### src/rtl/mem_arbiter.sv
// Multi-channel memory request arbiter with an in-order ID FIFO that routes answers back to their requesters.
// Build option: define MEM_ARB_FIXED_PRIO_EN for fixed priority (lowest channel wins) instead of round-robin.
package mem_arbiter_pkg;
    typedef struct packed {
        logic [15:0] addr;
        logic        we;
        logic [31:0] wdata;
    } mem_req_t;

    typedef struct packed {
        logic [31:0] rdata;
    } mem_ans_t;
endpackage

module mem_arbiter
    import mem_arbiter_pkg::*;
#(
    parameter int unsigned N_CH      = 2,
    parameter int unsigned MAX_OUTST = 4
) (
    input  logic            clk_i,
    input  logic            rst_i,
    input  logic            flush_i,
    input  logic [N_CH-1:0] ch_valid_i,
    output logic [N_CH-1:0] ch_ready_o,
    input  mem_req_t        ch_req_i [N_CH],
    output logic [N_CH-1:0] ch_valid_o,
    input  logic [N_CH-1:0] ch_ready_i,
    output mem_ans_t        ch_ans_o [N_CH],
    output logic            mem_valid_o,
    input  logic            mem_ready_i,
    output mem_req_t        mem_req_o,
    input  logic            mem_valid_i,
    output logic            mem_ready_o,
    input  mem_ans_t        mem_ans_i
);

    localparam int unsigned CH_W  = $clog2(N_CH);
    localparam int unsigned PTR_W = $clog2(MAX_OUTST);
    localparam int unsigned CNT_W = PTR_W + 1;

    logic [CH_W-1:0]      id_q [MAX_OUTST];
    logic [MAX_OUTST-1:0] drop_q, drop_d;
    logic [PTR_W-1:0]     wr_ptr_q, wr_ptr_d, rd_ptr_q, rd_ptr_d;
    logic [CNT_W-1:0]     cnt_q, cnt_d;
    logic                 lock_q, lock_d;
    logic [CH_W-1:0]      lock_ch_q, lock_ch_d;
    logic                 flush_pend_q, flush_pend_d;

    logic            fifo_full, fifo_empty, any_valid;
    logic            push, pop, stall;
    logic [CH_W-1:0] gnt, head_ch;
    logic            head_drop;

    function automatic logic [CH_W-1:0] first_set(input logic [N_CH-1:0] v);
        first_set = '0;
        for (int i = N_CH - 1; i >= 0; i--) begin
            if (v[i]) first_set = CH_W'(i);
        end
    endfunction

`ifdef MEM_ARB_FIXED_PRIO_EN
    // A stalled request keeps its grant; otherwise the lowest requesting channel wins.
    always_comb begin
        gnt = first_set(ch_valid_i);
        if (lock_q && ch_valid_i[lock_ch_q]) gnt = lock_ch_q;
    end
`else
    localparam int unsigned SUM_W = CH_W + 1;

    logic [CH_W-1:0]  rr_ptr_q, rr_ptr_d;
    logic [N_CH-1:0]  rotated;
    logic [SUM_W-1:0] rr_sum;

    // rr_ptr_q holds the channel with highest priority; search the rotated request vector from there.
    always_comb begin
        rotated = N_CH'({ch_valid_i, ch_valid_i} >> rr_ptr_q);
        rr_sum  = {1'b0, rr_ptr_q} + {1'b0, first_set(rotated)};
        if (rr_sum >= SUM_W'(N_CH)) rr_sum = rr_sum - SUM_W'(N_CH);
        gnt = rr_sum[CH_W-1:0];
        if (lock_q && ch_valid_i[lock_ch_q]) gnt = lock_ch_q;
    end
`endif

    assign fifo_full  = (cnt_q == CNT_W'(MAX_OUTST));
    assign fifo_empty = (cnt_q == '0);
    assign any_valid  = |ch_valid_i;
    assign head_ch    = id_q[rd_ptr_q];
    assign head_drop  = drop_q[rd_ptr_q];

    always_comb begin
        for (int i = 0; i < N_CH; i++) ch_ans_o[i] = mem_ans_i;
    end

    // Handshake outputs and next-state; everything is forced quiet while reset is held.
    always_comb begin
        mem_valid_o  = !rst_i && any_valid && !fifo_full;
        mem_req_o    = ch_req_i[gnt];
        ch_ready_o   = '0;
        ch_valid_o   = '0;
        mem_ready_o  = 1'b0;
        if (mem_valid_o && mem_ready_i) ch_ready_o[gnt] = 1'b1;
        if (!rst_i && !fifo_empty) begin
            if (head_drop) begin
                mem_ready_o = 1'b1;
            end else begin
                ch_valid_o[head_ch] = mem_valid_i;
                mem_ready_o         = ch_ready_i[head_ch];
            end
        end

        push  = mem_valid_o && mem_ready_i;
        pop   = mem_valid_i && mem_ready_o;
        stall = mem_valid_o && !mem_ready_i;

        drop_d = drop_q;
        if (push) drop_d[wr_ptr_q] = flush_i || flush_pend_q;
        if (flush_i) drop_d = '1;

        wr_ptr_d     = wr_ptr_q + PTR_W'(push);
        rd_ptr_d     = rd_ptr_q + PTR_W'(pop);
        cnt_d        = cnt_q + CNT_W'(push) - CNT_W'(pop);
        lock_d       = stall;
        lock_ch_d    = gnt;
        // A flush seen while a request is stalled must still mark it dropped once it issues.
        flush_pend_d = stall && (flush_i || flush_pend_q);
`ifndef MEM_ARB_FIXED_PRIO_EN
        rr_ptr_d = rr_ptr_q;
        if (push) rr_ptr_d = (gnt == CH_W'(N_CH - 1)) ? '0 : gnt + CH_W'(1);
`endif
    end

    always_ff @(posedge clk_i) begin
        if (rst_i) begin
            drop_q       <= '0;
            wr_ptr_q     <= '0;
            rd_ptr_q     <= '0;
            cnt_q        <= '0;
            lock_q       <= 1'b0;
            lock_ch_q    <= '0;
            flush_pend_q <= 1'b0;
`ifndef MEM_ARB_FIXED_PRIO_EN
            rr_ptr_q     <= '0;
`endif
        end else begin
            drop_q       <= drop_d;
            wr_ptr_q     <= wr_ptr_d;
            rd_ptr_q     <= rd_ptr_d;
            cnt_q        <= cnt_d;
            lock_q       <= lock_d;
            lock_ch_q    <= lock_ch_d;
            flush_pend_q <= flush_pend_d;
`ifndef MEM_ARB_FIXED_PRIO_EN
            rr_ptr_q     <= rr_ptr_d;
`endif
        end
    end

    always_ff @(posedge clk_i) begin
        if (push) id_q[wr_ptr_q] <= gnt;
    end

endmodule

### config.mk
export PLATFORM = sky130hd
export DESIGN_NAME = mem_arbiter
export DESIGN_NICKNAME = d
export VERILOG_FILES = /design/src/rtl/mem_arbiter.sv
export SDC_FILE = /design/constraint.sdc
export NUM_CORES = 1
export LEC_CHECK = 0
export CAP_MARGIN = 20
export CORE_AREA = 2 2 100 102
export DETAILED_ROUTE_END_ITERATION = 10
export DIE_AREA = 0 0 102 104
export GPL_TIMING_DRIVEN = 1
export PLACE_DENSITY_LB_ADDON = 0.1
export SLEW_MARGIN = 20
export SYNTH_ARGS = -nofsm -noshare
export SYNTH_HDL_FRONTEND = slang
export SYNTH_SLANG_ARGS = --single-unit
### constraint.sdc
create_clock -name clk_i -period 2.9 [get_ports clk_i]
set_clock_uncertainty 0.1 [all_clocks]
set_input_delay 0.58 -clock clk_i [delete_from_list [all_inputs] [get_ports clk_i]]
set_output_delay 0.58 -clock clk_i [all_outputs]
set_load 0.01 [all_outputs]
# Word level (Yosys, flattened, before mapping)
# Memories as Yosys holds them, arrays and structs flattened. A register that Yosys moved wholly into a read port is not among the register bits.
# Cells that the tools add are included.
# W data, S select, Z words.
[op_classes] n_div=0 n_reduce_logical=19 order_cmp=10 n_eq_ne=1 bitwise=2 n_mul=0 muxes=31 n_shift=1 add_sub_neg=7
[op_table] op="$mux W49" n=3
[op_table] op="$mux W1" n=17
[op_table] op="$logic_and A1 B1 Y1" n=11
[op_table] op="$mux W2" n=4
[op_table] op="$mux W4" n=2
[op_table] op="$lt A1 B2 Y1 const B" n=3
[op_table] op="$lt A2 B3 Y1 const B" n=2
[op_table] op="$add A2 B1 Y2" n=2
[op_table] op="$bwmux W4" n=1
[op_table] op="$ge A2 B2 Y1 const B" n=2
[op_table] op="$logic_not A1 Y1" n=4
[op_table] op="$shr A4 B1 Y2" n=1
[op_table] op="$add A3 B1 Y3" n=1
[op_table] op="$eq A3 B3 Y1 const B" n=1
[op_table] op="$logic_not A3 Y1" n=1
[op_table] op="$sub A3 B1 Y3" n=1
[op_table] op="$add A1 B1 Y2" n=1
[op_table] op="$and A2 B2 Y2" n=1
[op_table] op="$bmux W1 S2" n=1
[op_table] op="$demux W1 S1" n=2
[op_table] op="$demux W1 S2" n=1
[op_table] op="$ge A1 B1 Y1 const B" n=2
[op_table] op="$ge A2 B1 Y1 const B" n=1
[op_table] op="$not A1 Y2" n=1
[op_table] op="5 further kinds" n=5
[totals] latchBits=0 mem_count=1 ram_bits=4 output_inout_bits=119 reg_bits=15 elab_cells=80 romBits=0
[mem_list] memory="id_q" words=4 width=1 rd=1 rd_clocked_by_memory_dff=1 write_ports=1 line="42" text="logic [CH_W-1:0] id_q [MAX_OUTST];"

# Longest topological paths before layout
# Gate-level depths: netlist (run 1).
[logic_depth] depth_word=12 mapped_depth=9

# Worst setup path before layout (run 1)
# OpenSTA, ideal clock, no wires.
[synth_path] path_type="flip-flop to flip-flop" start="reg rd_ptr_q[0]" end="reg cnt_q[2]" t_arrival_ps=2173 path_stages_with_launch=10 n_path_buf=1 setup_time_ps=127 synth_period_minus_slack_ps=2400 slack_ps=500 path_cell_list="dfxtp_1 > buf_6 > mux4_2 > mux2i_4 > a21boi_2 > xnor2_1 > ha_1 > fa_1 > xnor2_1 > nor2_1"
[synth_via] elab_chain_cells=6
[synth_lines] element="start: declaration" line="44" text="logic [PTR_W-1:0] wr_ptr_q, wr_ptr_d, rd_ptr_q, rd_ptr_d;"
[synth_lines] element="start signal: assignment" line="148" text="rd_ptr_q <= rd_ptr_d;"
[synth_lines] element="$bmux W1 S2" line="89" text="assign head_drop = drop_q[rd_ptr_q];"
[synth_lines] element="$mux W1 (implied by the code)" line="89"
[synth_lines] element="$mux W1" line="104" text="if (head_drop) begin"
[synth_lines] element="$mux W1" line="103" text="if (!rst_i && !fifo_empty) begin"
[synth_lines] element="$logic_and A1 B1 Y1" line="113" text="pop = mem_valid_i && mem_ready_o;"
[synth_lines] element="$sub A3 B1 Y3" line="122" text="cnt_d = cnt_q + CNT_W'(push) - CNT_W'(pop);"
[synth_lines] element="end signal: assignment" line="149" text="cnt_q <= cnt_d;"
[synth_lines] element="end: declaration" line="45" text="logic [CNT_W-1:0] cnt_q, cnt_d;"
# No other way between the ends. The select of a mux whose other input is x is not followed.
# A chain may end at the register's enable or synchronous reset.

==> results of run 1 <==
-- where the power goes --
| part | leakage [nW] | switching, mW | total, mW | internal (mW) |
|---|---|---|---|---|
| Sequential | 0.161 | 0.0313 | 0.336 | 0.305 |
| Clock | 0.0255 | 0.0920 | 0.188 | 0.0955 |
| Combinational | 1.28 | 0.315 | 0.790 | 0.475 |
-- synthesized netlist by cell type, types with 2 or more instances --
master,instances,share of area [%]
nor2b_1,3,0.92
o311a_1,3,1.5
dfxtp_1,15,15
nand4_1,3,0.92
buf_2,6,1.5
o311ai_0,2,0.86
ha_1,2,1.2
nand2_1,8,1.5
nor2_1,7,1.3
and2_1,3,0.92
nor3_1,2,0.49
a21oi_1,2,0.49
nand2b_1,3,0.92
nor4b_1,3,1.3
xnor2_1,4,1.7
inv_1,7,1.3
edfxtp_1,4,5.9
mux2_2,49,27
buf_4,64,24
-- how the worst max path moves through the flow --
stage | start | endpoint | slack [ns] | depth (start not counted)
2_1_floorplan | rd_ptr_q[0]$_SDFF_PP0_ | cnt_q[2]$_SDFF_PP0_ | 0.50 | 9
3_3_place_gp | ch_valid_i[1] | mem_req_o[33] | -0.48 | 6
3_5_place_dp | ch_valid_i[1] | mem_req_o[8] | -0.48 | 6
4_1_cts | rst_i | ch_valid_o[0] | 0.01 | 7
5_1_grt | ch_valid_i[0] | mem_req_o[12] | 0.001 | 8
6_report | ch_valid_i[0] | mem_req_o[28] | 0.06 | 8
-- cell families (layout without fill, tap and decap cells) --
logic type	Yosys count	count (layout)	share of synthesized area (%)
buf+inv	79	195	27.0
mux	53	53	31.0
simple gates	40	40	11.1
flops	19	19	20.6
compound gates	16	16	6.43
xor+xnor	4	4	1.71
fa+ha+maj	3	3	2.20
other cells	0	1	0
-- layout make-up --
| class | count | area, sq um | share of cell area (%) |
|---|---|---|---|
| repair buffers | 184 | 1820 | 51.0 |
| multi-input cells | 116 | 1090 | 30.5 |
| flip-flops and latches | 19 | 422 | 11.8 |
| well taps | 133 | 166 | 4.65 |
| clock buffers | 3 | 41.3 | 1.15 |
| inverters | 7 | 26.3 | 0.734 |
| clock inverters | 1 | 5.00 | 0.140 |
| diodes | 1 | 2.50 | 0.0699 |
-- flip-flops by register name, indices dropped and copies added, names as in the netlist --
name / flops
flush_pend_q: 1
wr_ptr_q: 2
cnt_q: 3
id_q: 4
drop_q: 4
lock_ch_q: 1
rr_ptr_q: 1
lock_q: 1
rd_ptr_q: 2
-- metrics by stage --
step	util [%]	hold WS, ns	total power [mW]	setup TNS [ns]	std cells
detailed placement	36.2	0.400	1.13	-18.23	454
finish	37.5	0.420	1.31	0	464
floorplan	-	0.376	0.778	0	214
global route	37.5	0.456	1.40	0	463
CTS	37.3	0.418	1.32	0	463
global placement	36.2	0.390	1.13	-18.54	454
-- repair_timing --
action,in CTS,in global routing
cloned,2,0
setup endpoints to repair,53,9
pin swaps,2,2
buffers inserted,3,0
gates resized for setup,67,10
-- routing by layer --
metal / vias to the layer above / track usage [%] / share of wire, %
li1: 921 / - / -
met1: 860 / 25.5 / 48
met2: 128 / 24.5 / 40
met3: 17 / 5.65 / 10
met4: 0 / 4.38 / 1.7
met5: - / 0 / 0
==> metrics, run 1 <==
Tot GR Track Use 17.5%; power density over the cells 367 nW/um^2; initial antenna violation count 0; CTS Buffer Depth 2; leading cell type in the layout, fill and taps excluded clkdlybuf4s50_1; post-synth cell types 43; CTS Root Cell clkbuf_8; Setup CP Type in2out; Setup crit end kind primary output; # fillers 1039; R2R Path End cnt_q[2]$_SDFF_PP0_; R2R Setup Slk 0.41 ns; DRC viols 0; maximum vdd drop 0.000153 V; CTS Buf Count 3; leak pwr 1.46 nW; CTS Sinks 19; H-tree depth 1; Post-synth EDFFs 4; reg2reg start rd_ptr_q[0]$_SDFF_PP0_; largest net degree at the start of global routing 18; Seq/Total Area, Yosys 20.6%; Post-Syn Instances 214; max cap viols 0; Startpoint Class primary input; syn_nets 356; Final Hold Fails 0; clk_lat worst skew 0.26 ns; Final WS setup 0.0622 ns; Initial Utilization 21.4%; Die ar. 10600 sq um; FF+latch count, synth 19; Hold Path Depth 1; area grow syn2layout 75.1%; Post-CTS Hold Fix Bufs 0; CTS tree yes; Top Ports 258; slowest cell delay on critical path 0.34 ns; estimated wirelength of the detail-placed design 8010 microns; Die Span Y 104 microns; final period utilization 97.9%; Critical Path AT 2.16 ns; Tmin final 2.84 ns; delay-heaviest family, CP buffers and inverters; Buf/Inv on CP 4; vias in the first global route 2049; IO buf count 161; Post-Route WL 9650 microns; min-delay src drop_q[1]$_SDFFE_PP0P_; final slew viol count 0; Routed Antenna Nets 0; dpl cell area 3450 sq um; CP dominant cell by count dlygate4sd2_1; min-delay worst type reg2reg; worst-margin pin slew 0.304 ns; nets 473; Clk pin slew, worst setup/hold paths 0.08 ns; die width 102 microns; pre-CTS WS -0.479 ns; Reg2Reg Depth 8; WP data required 2.22 ns; grt total ovfl 0; Routed WL per cell 20.8 microns; max_slew headroom 79.4%; Synth Cell Area 2040 sq um; vias per cell 4.15; Slowest cell on crit path mux2_2; Main synth FF type dfxtp_1; average size of a mapped cell 9.55 sq um; most frequent cells in the layout clkdlybuf4s50_1, mux2_2, dlygate4sd2_1, buf_4, dfxtp_1; Detailed Routing Iterations Pass 1 4; share of cells above drive strength 1 27.0%; via count 1926; DR iter-0 viols 121; RSZ-0062 raised after global routing false; row count 36; Peak Freq 352 MHz; worst min-delay path endpoint drop_q[1]$_SDFFE_PP0P_; synthesis warning total 0; first-pass GRT wire length 13300 microns; core area 9550 sq um; design area 3580 sq um; status finished, final reports clean; Routability Congestion 0.754; CP Max Fanout 10; ys async rst share 0%; Critical Path, Cell by Cell dlygate4sd2_1, nand2b_1, a21oi_2, a21oi_4, buf_12, bufbuf_16, mux2_2, dlygate4sd2_1; Setup violations, final 0
Note: power is estimated with default switching activity, not from simulation.
==> run 2: changes to the inputs <==
Settings changed: PLACE_DENSITY from default to 0.75, PLACE_DENSITY_LB_ADDON 0.1 to default.
==> run 2 against run 1 <==
Count of clock-buffer cells in the layout unchanged. Sequential share of layout area about the same. Maximum frequency decreased by 0.57%. Clock power about the same. Wire length grew 2.8%. Register-to-register slack improved by 0.02 ns.
==> metrics, run 2 (synthesized netlist as in run 1, its figures left out) <==
nets 473 (unchanged); WP data required 2.22 ns (about the same); max_slew headroom 48.1% (-31 points); Setup violations, final 0 (unchanged); final slew viol count 0 (unchanged); combinational fraction of design power 61.1% (+1.0 points); P_int 0.898 mW (+2.6%); die width 102 microns (unchanged); CTS Buf Count 3 (unchanged); share of cells above drive strength 1 29.7% (+2.7 points); via count 2025 (+5.1%); Critical Path, Cell by Cell dlygate4sd2_1, buf_4, a21oi_4, buf_6, buf_4, clkbuf_16, mux2_2, dlygate4sd2_1; Post-Route WL 9920 microns (+2.8%); n_diodes 0 (-1); Startpoint Class primary input; R2R Setup Slk 0.43 ns (+0.02 ns); worst-margin pin slew 0.767 ns (+0.463 ns); DRC viols 0 (unchanged); Tmin final 2.85 ns (+0.0163 ns); CP Max Fanout 8 (-2); grt total ovfl 0 (unchanged); # fillers 989 (-4.8%); hold slack 0.423 ns (+0.00277 ns); Routed WL per cell 21.4 microns (+3.0%); largest net degree at the start of global routing 18 (unchanged); area grow syn2layout 75.7%; vias per cell 4.37 (+5.4%); Detailed Routing Iterations Pass 1 4 (unchanged); IO buf count 161 (unchanged); CTS tree yes; DR iter-0 viols 84 (-31%); power density over the cells 376 nW/um^2 (+2.4%); P_sw 0.451 mW (+3.0%); CTS Sinks 19 (unchanged); CTS Root Cell clkbuf_8; CTS Buffer Depth 2 (unchanged); final core occ 37.6% (+0.13 points); Die ar. 10600 sq um (unchanged); Final Total Pwr 1.35 mW (+2.7%); clock share of power 13.8% (-0.5 points); Die Span Y 104 microns (unchanged); leak pwr 1.47 nW (+0.22%); initial antenna violation count 1 (+1); placed cell count 448 (-1.3%); final period utilization 98.4% (+0.56 points); RSZ-0062 raised after global routing false; non-filler cells, final 463 (-0.22%); Worst Setup SP ch_valid_i[0]; core area 9550 sq um (unchanged); estimated wirelength of the detail-placed design 8070 microns (+0.82%); status finished, final reports clean; max cap viols 0 (unchanged); design area 3590 sq um (+0.35%); worst min-delay path endpoint rr_ptr_q$_SDFFE_PP0P_; Setup crit end kind primary output; leading cell type in the layout, fill and taps excluded clkdlybuf4s50_1; Reg2Reg Depth 7 (-1); reg2reg start rd_ptr_q[0]$_SDFF_PP0_; slowest cell delay on critical path 0.32 ns (-0.02 ns); Setup CP Type in2out; Top Ports 258 (unchanged); Routed Antenna Nets 0 (unchanged); maximum vdd drop 0.000133 V (-13%); min-delay worst type reg2reg; Slowest cell on crit path mux2_2; min-delay src rr_ptr_q$_SDFFE_PP0P_; Clk pin slew, worst setup/hold paths 0.07 ns (about the same); row count 36 (unchanged); Initial Utilization 21.4% (unchanged); Post-CTS Hold Fix Bufs 0 (unchanged); H-tree depth 1 (unchanged); Final Hold Fails 0 (unchanged); Tot GR Track Use 17.7% (+0.24 points); Hold Path Depth 2 (+1); Largest regs drop_q (4), id_q (4), cnt_q (3); Critical Path AT 2.17 ns (about the same); Routability Congestion 0.849 (+13%); dpl cell area 3410 sq um (-1.3%); vias in the first global route 2190 (+6.9%); clk_lat worst skew 0.26 ns (about the same); most frequent cells in the layout clkdlybuf4s50_1, mux2_2, dlygate4sd2_1, buf_4; Peak Freq 350 MHz (-0.57%); switching portion of total power 33.4% (+0.091 points); Seq pwr share 25.1% (-0.5 points); first-pass GRT wire length 13700 microns (+2.5%); R2R Path End cnt_q[1]$_SDFF_PP0_
[run 2: layer usage]
metal  wire [microns]  track usage [%]
met1             4270             23.0
met2             4190             26.3
met3             1270             8.06
met4              184             4.95
met5               13                0
[run 2: critical path, delay by kind of cell]
family | cells | cell delay, ns
buf+inv | 6 | 1.10
mux | 1 | 0.32
compound gates | 1 | 0.15
[run 2: area by class of cell]
class                           instances  area, sq um  share of cell area (%)
Timing Repair Buffer                  184         1830                    50.9
Multi-Input combinational cell        116         1100                    30.7
Sequential cell                        19          424                    11.8
Tap cell                              133          166                    4.63
Clock buffer                            3         41.3                    1.15
Inverter                                7         26.3                   0.731
Clock inverter                          1         5.00                   0.139
[run 2: power by group through the flow]
stage / logic (mW) / clock network [mW] / registers (mW)
detailed placement: 0.783 / 0 / 0.340
floorplan: 0.452 / 0 / 0.326
global placement: 0.773 / 0 / 0.337
global route: 0.879 / 0.200 / 0.342
finish: 0.824 / 0.186 / 0.338
CTS: 0.807 / 0.185 / 0.337
[run 2: how the worst max path moves through the flow]
stage / end / slack, ns
floorplan: cnt_q[2]$_SDFF_PP0_ / 0.50
global placement: mem_req_o[45] / -0.38
detailed placement: mem_req_o[45] / -0.39
CTS: ch_valid_o[0] / 0.0009
global route: mem_req_o[13] / 0.007
finish: mem_req_o[6] / 0.05
[run 2: stage by stage]
step / setup TNS, ns / setup WS (ns)
2_1_floorplan: 0 / 0.500
4_1_cts: 0 / 0.000887
3_5_place_dp: -16.68 / -0.394
3_3_place_gp: -16.36 / -0.376
5_1_grt: 0 / 0.00663
6_report: 0 / 0.0459
[run 2: what timing repair did]
item,in CTS,in global routing
resized for setup,105,8
cloned,3,1
pin swaps,3,0
setup buffers,5,2
endpoints found under the setup margin,54,25
